$ cat src/rtl/wam_pkg.sv
// wam_pkg: game-state encodings, segment patterns and decoder digit codes shared by
// the game core and the display driver.
package wam_pkg;

    typedef enum logic [2:0] {
        IDLE       = 3'd0,
        GAMEPLAY   = 3'd1,
        END_SCREEN = 3'd2
    } game_state_t;

    // Active-low segment patterns, bit order {g,f,e,d,c,b,a}
    localparam logic [6:0] SEG_BLANK = 7'b1111111;
    localparam logic [6:0] SEG_DASH  = 7'b0111111;
    localparam logic [6:0] SEG_E     = 7'b0000110;

    // Decoder codes above the decimal range
    localparam logic [3:0] DIG_BLANK = 4'hA;
    localparam logic [3:0] DIG_DASH  = 4'hB;
    localparam logic [3:0] DIG_E     = 4'hC;

endpackage

$ cat src/rtl/seg7_decode.sv
// seg7_decode: combinational digit-code to active-low seven-segment pattern
// (0-9, blank, dash, E).
module seg7_decode
    import wam_pkg::*;
(
    input  logic [3:0] digit,
    output logic [6:0] seg
);

    always_comb begin
        seg = SEG_BLANK;
        case (digit)
            4'd0:     seg = 7'b1000000;
            4'd1:     seg = 7'b1111001;
            4'd2:     seg = 7'b0100100;
            4'd3:     seg = 7'b0110000;
            4'd4:     seg = 7'b0011001;
            4'd5:     seg = 7'b0010010;
            4'd6:     seg = 7'b0000010;
            4'd7:     seg = 7'b1111000;
            4'd8:     seg = 7'b0000000;
            4'd9:     seg = 7'b0010000;
            DIG_DASH: seg = SEG_DASH;
            DIG_E:    seg = SEG_E;
            default:  seg = SEG_BLANK;
        endcase
    end

endmodule

$ cat src/rtl/wam_display_driver.sv
// wam_display_driver: multiplexed 4-digit display of lives/score with frame-coherent
// snapshots. Define WAM_BLINK_EN to blink the display on the end screen.
module wam_display_driver
    import wam_pkg::*;
#(
    parameter int REFRESH_DIV = 100000,
    parameter int BLINK_DIV   = 250
) (
    input  logic       clk,
    input  logic       reset,
    input  logic       mole,
    input  logic [3:0] score,
    input  logic [3:0] lives,
    input  logic [2:0] state,
    output logic [3:0] an,
    output logic [6:0] seg,
    output logic       dp
);

    localparam int RW = (REFRESH_DIV > 1) ? $clog2(REFRESH_DIV) : 1;

    logic [RW-1:0] cnt;
    logic [1:0]    idx;
    logic          tick;
    logic          wrap;
    logic          snap_mole;
    logic [3:0]    snap_score;
    logic [3:0]    snap_lives;
    logic [2:0]    snap_state;
    logic [3:0]    val;
    logic [3:0]    tens;
    logic [3:0]    units;
    logic [3:0]    digit;
    logic [6:0]    seg_next;
    logic          blank;

    assign tick = cnt == RW'(REFRESH_DIV - 1);
    assign wrap = tick && idx == 2'd3;

    always_ff @(posedge clk or negedge reset) begin
        if (!reset) begin
            cnt <= '0;
            idx <= 2'd0;
        end else begin
            cnt <= tick ? '0 : cnt + 1'b1;
            if (tick)
                idx <= idx + 2'd1;
        end
    end

    // Snapshots change only at frame boundaries so a frame never mixes values
    always_ff @(posedge clk or negedge reset) begin
        if (!reset) begin
            snap_mole  <= 1'b0;
            snap_score <= 4'd0;
            snap_lives <= 4'd0;
            snap_state <= IDLE;
        end else if (wrap) begin
            snap_mole  <= mole;
            snap_score <= score;
            snap_lives <= lives;
            snap_state <= state;
        end
    end

    always_comb begin
        val   = idx[1] ? snap_lives : snap_score;
        tens  = (val >= 4'd10) ? 4'd1 : DIG_BLANK;
        units = (val >= 4'd10) ? 4'(val - 4'd10) : val;
        digit = (snap_state == IDLE) ? DIG_DASH :
                (snap_state == GAMEPLAY || snap_state == END_SCREEN) ? (idx[0] ? tens : units) :
                DIG_E;
    end

    seg7_decode u_dec (
        .digit (digit),
        .seg   (seg_next)
    );

`ifdef WAM_BLINK_EN
    localparam int BW = (BLINK_DIV > 1) ? $clog2(BLINK_DIV) : 1;

    logic [BW-1:0] bcnt;
    logic          blink;

    always_ff @(posedge clk or negedge reset) begin
        if (!reset) begin
            bcnt  <= '0;
            blink <= 1'b0;
        end else if (tick) begin
            if (snap_state == END_SCREEN) begin
                if (bcnt == BW'(BLINK_DIV - 1)) begin
                    bcnt  <= '0;
                    blink <= ~blink;
                end else begin
                    bcnt <= bcnt + 1'b1;
                end
            end else begin
                bcnt  <= '0;
                blink <= 1'b0;
            end
        end
    end

    // Gated by state so a stale flag cannot blank the first frame after leaving
    assign blank = blink && snap_state == END_SCREEN;
`else
    assign blank = 1'b0;
`endif

    always_ff @(posedge clk or negedge reset) begin
        if (!reset) begin
            an  <= 4'b1111;
            seg <= SEG_BLANK;
            dp  <= 1'b1;
        end else begin
            an  <= blank ? 4'b1111 : ~(4'b0001 << idx);
            seg <= seg_next;
            dp  <= !(idx == 2'd0 && snap_mole && snap_state == GAMEPLAY);
        end
    end

endmodule
$ cat config.mk
export PLATFORM = sky130hd
export DESIGN_NAME = wam_display_driver
export DESIGN_NICKNAME = d
export VERILOG_FILES = /design/src/rtl/wam_pkg.sv /design/src/rtl/seg7_decode.sv /design/src/rtl/wam_display_driver.sv
export SDC_FILE = /design/constraint.sdc
export NUM_CORES = 1
export LEC_CHECK = 0
export ABC_AREA = 1
export BUFFER_PORTS_ARGS = -buffer_cell sky130_fd_sc_hd__buf_4
export CORE_MARGIN = 4
export CORE_UTILIZATION = 50
export CTS_CLUSTER_SIZE = 16
export DETAILED_ROUTE_END_ITERATION = 8
export HOLD_SLACK_MARGIN = 0.05
export PLACE_DENSITY = 0.69
export SYNTH_ARGS = -nofsm -noshare
export SYNTH_HDL_FRONTEND = slang
export SYNTH_SLANG_ARGS = --single-unit
$ cat constraint.sdc
create_clock -name clk -period 1.97 [get_ports clk]
set_clock_uncertainty 0.2 [all_clocks]
set_input_delay 0.197 -clock clk [delete_from_list [all_inputs] [get_ports clk]]
set_output_delay 0.197 -clock clk [all_outputs]
set_load 0.05 [all_outputs]
==> impl_metrics.ini, run 1 <==
[global_routing]
grt_max_degree = 44
grt_pass1_vias = 1782
grt_first_pass_wirelength_um = 7780
antenna_found_initial = 0
grt_overflow = 0
gr-usage-all-layers = 0.167

[sta]
finalHoldViolations = 0
rsz0062_at_grt = yes
post-route-period-util = 0.999
max_freq_ghz = 0.508
drv_slew = 0
tightest_slew_ns = 0.527
fin_crit_ns = 1.97
whs_ns = 0.210
setup_viol = 0
slew-limit-headroom = 0.649

[power]
ir_drop_mv = 0.398
p_per_area_nw_per_um2 = 563
total_power_mw = 1.66
leakage_nw = 1.50

[clock_tree]
cts.path.max_buffers = 2
cts-root-buf = clkbuf_8
numCtsBuffers = 5
clkTransAtPathRegs_ns = 0.08
cts_sinks = 43
h-tree-depth = 2
tritoncts = built
clock_latency_ns = 0.30

[critical_path]
reg2reg_depth = 13
cp.required_ns = 2.01
endpoint_kind = flip-flop
path_depth = 13
crit_path_top_delay_cell = dfrtp_2
critPathBufInv = 2
cp_cell_sequence = inv_4, nand2_2, nand2_4, nand2_4, nand2_4, nand2_2, nand2_2, a21oi_4, buf_4, ha_1, nand3b_1, nand3_1, nand2_1
path_class = reg -> reg
critical_path.top_delay_family = simple AND/OR/NAND/NOR gates
critPathArrivalTime_ns = 2.00
critPathMaxStageDelay_ns = 0.46
critPathLaunchType = flip-flop
crit_path_max_fanout = 7

[detailed_routing]
detail-route-antenna-nets = 0
vias = 1829
firstDrtPassIters = 4
viasPerCell = 4.80
routed_wl_um = 4590
drc = 0
drt_iter0_markers = 85
routedWlPerCell_um = 12.0

[logic_synthesis]
syn_inst = 273
syn_nets = 298
syn_area_sq_um = 2330
avgSynthCellArea_sq_um = 8.53
synth-warning-count = 0
synthArstFlopShare = 1.00
synth_edf_count = 0
synthDistinctLibCells = 35
synth-seq-cells = 43
synthFlopType = dfrtp_1
yosysSeqAreaShare = 0.468

[final_layout]
syn_to_final_growth_pct = 26.3
nNetsFinal = 353
multi_input_area_sq_um = 1110
regArea_sq_um = 1090
drive_gt1_frac = 0.301
final_core_util = 0.662
diodes = 0
fill_cells = 382

[floorplanning]
fp-row-count = 24
dieArea_sq_um = 5820
die_w_um = 76.3
core_sq_um = 4440
dieHeight_um = 76.3
ios = 26
initial_utilization = 0.524

[placed_design]
place_hpwl_um = 3230
portBuffers = 25
gp_congestion = 0.857

[worst_hold_path]
hold_path_class = in -> async

[flow_run]
max_cap_viol_count = 0

[outcome]
outcome = finished clean
[synthesized netlist by cell type (2+ instances only)]
cell type	n	area, sq um
a21oi_1	5	25.0
a21oi_2	2	17.5
a31oi_1	2	12.5
dfrtp_1	31	776
dfstp_2	12	315
ha_1	11	138
inv_1	36	135
inv_2	3	11.3
nand2_1	69	259
nand2_2	13	81.3
nand2_4	4	45.0
nand3_1	21	105
nand4_1	5	31.3
nor2_1	23	86.3
nor2_2	3	18.8
nor2_4	2	22.5
nor3_1	4	20.0
o21a_1	2	15.0
o21ai_0	4	20.0
xor2_1	6	52.6
[report_power, final]
| part | switching, mW | internal, mW |
|---|---|---|
| clock | 0.297 | 0.379 |
| sequential | 0.00108 | 0.887 |
| combinational | 0.0471 | 0.0463 |
| total | 0.345 | 1.31 |
[worst paths after layout]
check | start | to | slack (ns)
min | reset | snap_lives[0] | 0.21
min reg2reg | snap_mole | dp | 0.23
max | idx[1] | seg[0] | 0.003
min in group clk | snap_mole | dp | 0.23
max reg2reg | idx[1] | seg[0] | 0.003
max in group asynchronous | reset | idx[1] | 0.96
[metal layers]
layer / share of wire / wire length (um) / track usage / vias up
met5: 0 / 0 / 0 / -
met4: 0.027 / 123 / 0.0707 / 0
met3: 0.050 / 230 / 0.0544 / 13
met2: 0.44 / 2000 / 0.255 / 40
met1: 0.49 / 2240 / 0.217 / 818
li1: - / - / - / 958
[what timing repair did]
| action | 4_1_cts | 5_1_grt |
|---|---|---|
| setup endpoints to repair | 3 | 8 |
| hold endpoints to repair | 55 | 0 |
| hold buffers | 13 | 0 |
| pin swaps | 3 | 8 |
| gates resized for setup | 7 | 8 |
| setup buffers | 2 | 1 |
[placed cells by master (no fill, tap or decap), types with 2 or more instances in the layout]
cell type / instances
nand3_2: 2
dfrtp_1: 30
nor3_1: 4
nand2_2: 14
inv_1: 35
clkbuf_8: 5
nor2_1: 23
dlygate4sd3_1: 13
dfstp_2: 12
a21oi_2: 3
xor2_1: 6
nor2_4: 3
nand2_1: 64
inv_2: 3
nand4_1: 5
clkbuf_1: 2
nand2_4: 8
nand3_1: 20
buf_4: 38
a31oi_1: 2
a21oi_1: 4
o21ai_0: 4
nor2_2: 2
o21a_1: 2
ha_1: 11
[kinds of logic after synthesis]
family / Yosys count / share of synthesized area
xor+xnor: 6 / 0.0226
flops: 43 / 0.468
buf+inv: 44 / 0.0768
simple gates: 151 / 0.322
compound gates: 18 / 0.0516
fa+ha+maj: 11 / 0.0591
[state kept, by name (all words and copies together) (netlist names)]
name	cells
snap_score	4
dp	1
an	4
idx	2
snap_mole	1
cnt	17
seg	7
snap_lives	4
snap_state	3
[metrics by stage]
stage          instance area [sq um]  std cells  worst slack (ns)  setup TNS (ns)
2_1_floorplan                   2330        273            0.0916               0
3_3_place_gp                    2630        357            0.0392               0
3_5_place_dp                    2630        357           -0.0109         -0.0109
4_1_cts                         2910        380            0.0111               0
5_1_grt                         2940        381            -0.146          -0.608
6_report                        2940        381           0.00281               0
[cell type report]
cell class / count / share of cell area
Multi-Input combinational cell: 186 / 0.376
Tap cell: 52 / 0.0221
Clock inverter: 1 / 0.0102
Clock buffer: 7 / 0.0259
Sequential cell: 43 / 0.371
Timing Repair Buffer: 51 / 0.141
Inverter: 41 / 0.0536
Power figures use the tool's default switching activity.
==> inputs of run 2 (changes only) <==
--- a/config.mk
+++ b/config.mk
@@ -5,14 +5,13 @@
 export SDC_FILE = /design/constraint.sdc
 export NUM_CORES = 1
 export LEC_CHECK = 0
-export ABC_AREA = 1
 export BUFFER_PORTS_ARGS = -buffer_cell sky130_fd_sc_hd__buf_4
 export CORE_MARGIN = 4
 export CORE_UTILIZATION = 50
 export CTS_CLUSTER_SIZE = 16
 export DETAILED_ROUTE_END_ITERATION = 8
 export HOLD_SLACK_MARGIN = 0.05
-export PLACE_DENSITY = 0.69
+export PLACE_DENSITY = 0.7
 export SYNTH_ARGS = -nofsm -noshare
 export SYNTH_HDL_FRONTEND = slang
 export SYNTH_SLANG_ARGS = --single-unit
==> impl_metrics.ini, run 2 <==
[final_layout]
drive_gt1_frac = 0.493
final_cell_mix = 62 x buf_4, 31 x dfrtp_1, 14 x mux2_4, 14 x xnor2_1
top_register = cnt
final_core_util = 0.730
layout_commonest_cell = buf_4
post_layout_nonfiller_instances = 322
largestRegisters = cnt x17, seg x7
syn_to_final_growth_pct = 41.1
diodes = 0
largest_register_ff_count = 17
stdcell_area_sq_um = 3200
nNetsFinal = 294

[detailed_routing]
firstDrtPassIters = 4
vias = 1742
drc = 0
routed_wl_um = 5570
drt_iter0_markers = 104
detail-route-antenna-nets = 0
routedWlPerCell_um = 17.3
viasPerCell = 5.41

[clock_tree]
numCtsBuffers = 5
tritoncts = built
clock_latency_ns = 0.29
h-tree-depth = 2
cts.path.max_buffers = 2
cts_sinks = 43
clkTransAtPathRegs_ns = 0.08
cts-root-buf = clkbuf_8

[sta]
rsz0062_at_grt = yes
fin_crit_ns = 2.40
post-route-period-util = 1.22
setup_viol = 13
worst_slack_ns = -0.429
finalHoldViolations = 0
tns_ns = -2.61
slew-limit-headroom = 0.644
max_freq_ghz = 0.417
whs_ns = 0.221
drv_slew = 0
tightest_slew_ns = 0.534

[global_routing]
antenna_found_initial = 0
gr-usage-all-layers = 0.196
grt_max_degree = 44
grt_pass1_vias = 1760
grt_overflow = 0
grt_first_pass_wirelength_um = 8310

[floorplanning]
initial_utilization = 0.517
ios = 26
dieArea_sq_um = 5680
dieHeight_um = 75.3
core_sq_um = 4380
fp-row-count = 24
die_w_um = 75.3

[power]
leakage_nw = 1.47
ir_drop_mv = 0.388
p_per_area_nw_per_um2 = 590
total_power_mw = 1.89

[worst_hold_path]
hold_path_class = in -> async

[logic_synthesis]
synth_area_leaders = dfrtp_1 34%, dfstp_2 14%, mux2_4 7.9%
avgSynthCellArea_sq_um = 12.3
syn_inst = 184
synth_area_leader_cell = dfrtp_1
yosysSeqAreaShare = 0.481
synth_top_area_frac = 0.342
syn_nets = 209
synthArstFlopShare = 1.00
syn_area_sq_um = 2270
synth_edf_count = 0
synth_most_common_cell = dfrtp_1
synthFlopType = dfrtp_1
synthDistinctLibCells = 47
synth-warning-count = 0
synth-seq-cells = 43
synth_top_cells_by_count = 31 x dfrtp_1, 14 x nor2_1, 14 x xnor2_1

[critical_path]
path_class = reg -> reg
endpoint_kind = flip-flop
cp.required_ns = 2.00
critPathArrivalTime_ns = 2.43
crit_path_max_fanout = 4
critPathLaunchType = flip-flop

[placed_design]
place_ws_ns = -0.419
dpl_cell_area_sq_um = 2790
gp_congestion = 0.862
place_hpwl_um = 3630
post-place-cells = 293
portBuffers = 25

[flow_run]
max_cap_viol_count = 0

[outcome]
violations = negative setup slack
outcome = complete, but fails checks
## run 2: cell count changes after synthesis, sizes merged, moves of 4 or more
cell | before | now
inv | 39 | 11
mux2 | 0 | 15
mux2i | 0 | 10
nand3 | 22 | 7
nor2 | 29 | 14
a21oi | 8 | 1
nand2 | 86 | 8
o21ai | 6 | 2
xnor2 | 0 | 14
## run 2: timing repair
item                                    in CTS  in global routing
hold buffers                                13                  0
gates cloned                                 0                  1
pin swaps                                    5                  9
setup buffers                                4                  3
endpoints found under the setup margin      19                 20
endpoints found under the hold margin       46                  0
resized for setup                            2                 24
## run 2: final timing paths
path                       startpoint            end  slack (ns)  depth (start not counted)
max                            idx[1]         seg[3]       -0.43                          8
min                             reset  snap_lives[1]        0.22                          2
max reg2reg                    idx[1]         seg[3]       -0.43                          8
min reg2reg                 snap_mole             dp        0.30                          1
max in group asynchronous       reset         seg[1]        0.97                          2
min in group clk            snap_mole             dp        0.30                          1
## run 2: worst max-delay path, cell delays in order (launching register included)
cell and delay [ns]:
dfrtp_1 0.42, mux2_4 0.35, or4_4 0.54, a31oi_4 0.19, nor2_4 0.07, ha_2 0.31
inv_2 0.04, mux2i_1 0.13, mux2i_1 0.09
## run 2: metal layers
metal	part of all wire	routed length, um	track usage	up-vias
met5	0	0	0	-
met4	0.017	93	0.0660	0
met3	0.045	248	0.0488	11
met2	0.54	3020	0.317	49
met1	0.40	2220	0.257	858
li1	-	-	-	824
## run 2: logic make-up (layout without fill, tap and decap cells)
group,Yosys count,after routing,share of synthesized area
mux,25,25,0.146
flops,43,43,0.481
fa+ha+maj,11,11,0.0607
xor+xnor,18,18,0.0695
compound gates,18,18,0.0751
buf+inv,15,101,0.0353
simple gates,54,54,0.132
## run 2: cell type report
| cell class | count | area (sq um) |
|---|---|---|
| clock inverters | 1 | 5.00 |
| repair buffers | 81 | 686 |
| inverters | 12 | 50.0 |
| multi-input cells | 126 | 1230 |
| flip-flops and latches | 43 | 1090 |
| fillers | 290 | 1180 |
| well taps | 52 | 65.1 |
| clock buffers | 7 | 76.3 |
## run 2: power breakdown
group          leakage, nW  internal, mW  switching [mW]
combinational        0.915         0.179           0.216
sequential           0.517         0.933          0.0194
clock               0.0422         0.249           0.291
total                 1.47          1.36           0.526
==> inputs of run 3 (changes only) <==
--- a/config.mk
+++ b/config.mk
@@ -5,11 +5,12 @@
 export SDC_FILE = /design/constraint.sdc
 export NUM_CORES = 1
 export LEC_CHECK = 0
-export BUFFER_PORTS_ARGS = -buffer_cell sky130_fd_sc_hd__buf_4
+export BUFFER_PORTS_ARGS = -buffer_cell sky130_fd_sc_hd__buf_2
 export CORE_MARGIN = 4
 export CORE_UTILIZATION = 50
 export CTS_CLUSTER_SIZE = 16
 export DETAILED_ROUTE_END_ITERATION = 8
+export GPL_TIMING_DRIVEN = 0
 export HOLD_SLACK_MARGIN = 0.05
 export PLACE_DENSITY = 0.7
 export SYNTH_ARGS = -nofsm -noshare
==> impl_metrics.ini, run 3 (synthesis gave the netlist of run 2 again) <==
[floorplanning]
ios = 26
initial_utilization = 0.517
dieHeight_um = 75.3
core_sq_um = 4380
die_w_um = 75.3
fp-row-count = 24
dieArea_sq_um = 5680

[placed_design]
portBuffers = 25
place_hpwl_um = 3030
gp_congestion = 0.863

[critical_path]
cp.required_ns = 2.00
crit_path_max_fanout = 7
critPathLaunchType = flip-flop
critPathArrivalTime_ns = 2.52
endpoint_kind = flip-flop
path_class = reg -> reg

[sta]
setup_viol = 19
max_freq_ghz = 0.401
fin_crit_ns = 2.49
tightest_slew_ns = 0.948
post-route-period-util = 1.27
tns_ns = -4.28
finalHoldViolations = 0
rsz0062_at_grt = yes
drv_slew = 0
slew-limit-headroom = 0.368
worst_slack_ns = -0.523

[detailed_routing]
drt_iter0_markers = 106
detail-route-antenna-nets = 0
routed_wl_um = 5570
vias = 1705
drc = 0
routedWlPerCell_um = 18.2
firstDrtPassIters = 4
viasPerCell = 5.57

[global_routing]
grt_max_degree = 44
grt_overflow = 0
gr-usage-all-layers = 0.208
grt_first_pass_wirelength_um = 8750
grt_pass1_vias = 1770
antenna_found_initial = 0

[final_layout]
largest_register_ff_count = 17
top_register = cnt
diodes = 0
syn_to_final_growth_pct = 38.0
largestRegisters = cnt x17, seg x7
nNetsFinal = 278
layout_commonest_cell = dfrtp_1
final_cell_mix = 30 x dfrtp_1, 25 x buf_2, 19 x buf_4
drive_gt1_frac = 0.476

[worst_hold_path]
hold_path_class = reg -> reg

[flow_run]
max_cap_viol_count = 0

[clock_tree]
cts-root-buf = clkbuf_8
h-tree-depth = 2
cts.path.max_buffers = 2
tritoncts = built
numCtsBuffers = 5
cts_sinks = 43
clkTransAtPathRegs_ns = 0.09
clock_latency_ns = 0.30

[power]
total_power_mw = 2.02
p_per_area_nw_per_um2 = 646
leakage_nw = 1.39
ir_drop_mv = 0.446

[outcome]
outcome = complete, but fails checks
violations = negative setup slack
[run 3: cell types whose count changed in the layout (fill, tap and decap cells not counted), sizes merged]
cell,previous run,this run
clkinv,2,3
bufinv,0,1
clkbuf,8,5
buf,67,52
[run 3: worst max-delay path, stage by stage, from the launching register on]
cell and delay (ns):
dfrtp_1 0.39, buf_6 0.14, mux2_4 0.34, or4_4 0.53, a31oi_4 0.19, nor2_4 0.08
ha_4 0.29, inv_2 0.03, mux2i_1 0.12, mux2i_1 0.10
[run 3: layer usage]
metal / up-vias / global-route usage / routed length (um)
met5: - / 0 / 0
met1: 861 / 0.252 / 2250
met3: 15 / 0.0528 / 162
li1: 792 / - / -
met4: 0 / 0.0893 / 188
met2: 37 / 0.351 / 2960
[run 3: layout make-up]
cell class	count	area, sq um
well taps	52	65.1
clock buffers	5	68.8
repair buffers	62	479
plain buffers	3	42.5
inverters	12	50.0
fillers	298	1260
clock inverters	3	43.8
flip-flops and latches	43	1090
multi-input cells	126	1290
[run 3: repair_timing]
action / 4_1_cts / 5_1_grt
endpoints found under the setup margin: 17 / 23
cloned: 1 / 0
pin swaps: 12 / 12
hold endpoints to repair: 43 / 0
hold buffers: 13 / 0
gates resized for setup: 21 / 14
setup buffers: 16 / 8
[run 3: path summary, 6_finish.rpt]
check / startpoint / endpoint / slack (ns) / cells past startpoint
setup / recovery: idx[1] / seg[3] / -0.52 / 9
hold / removal: snap_mole / dp / 0.26 / 1
setup reg to reg: idx[1] / seg[3] / -0.52 / 9
hold reg to reg: snap_mole / dp / 0.26 / 1
max in group asynchronous: reset / cnt[5] / 0.54 / 2
min in group asynchronous: reset / snap_lives[1] / 0.37 / 2
[run 3: per-stage QoR]
step	std cells	utilization	hold slack (ns)	instance area (sq um)	worst slack [ns]
2_1_floorplan	184	-	-0.299	2290	-0.458
3_3_place_gp	261	0.566	0.164	2480	-0.554
3_5_place_dp	261	0.566	0.193	2480	-0.608
4_1_cts	299	0.685	0.269	3000	-0.541
5_1_grt	306	0.713	0.318	3130	-0.634
6_report	306	0.713	0.264	3130	-0.523
[run 3: report_power, final]
group / internal, mW / total (mW) / switching, mW
combinational: 0.152 / 0.368 / 0.216
sequential: 0.932 / 0.956 / 0.0234
clock: 0.378 / 0.697 / 0.319
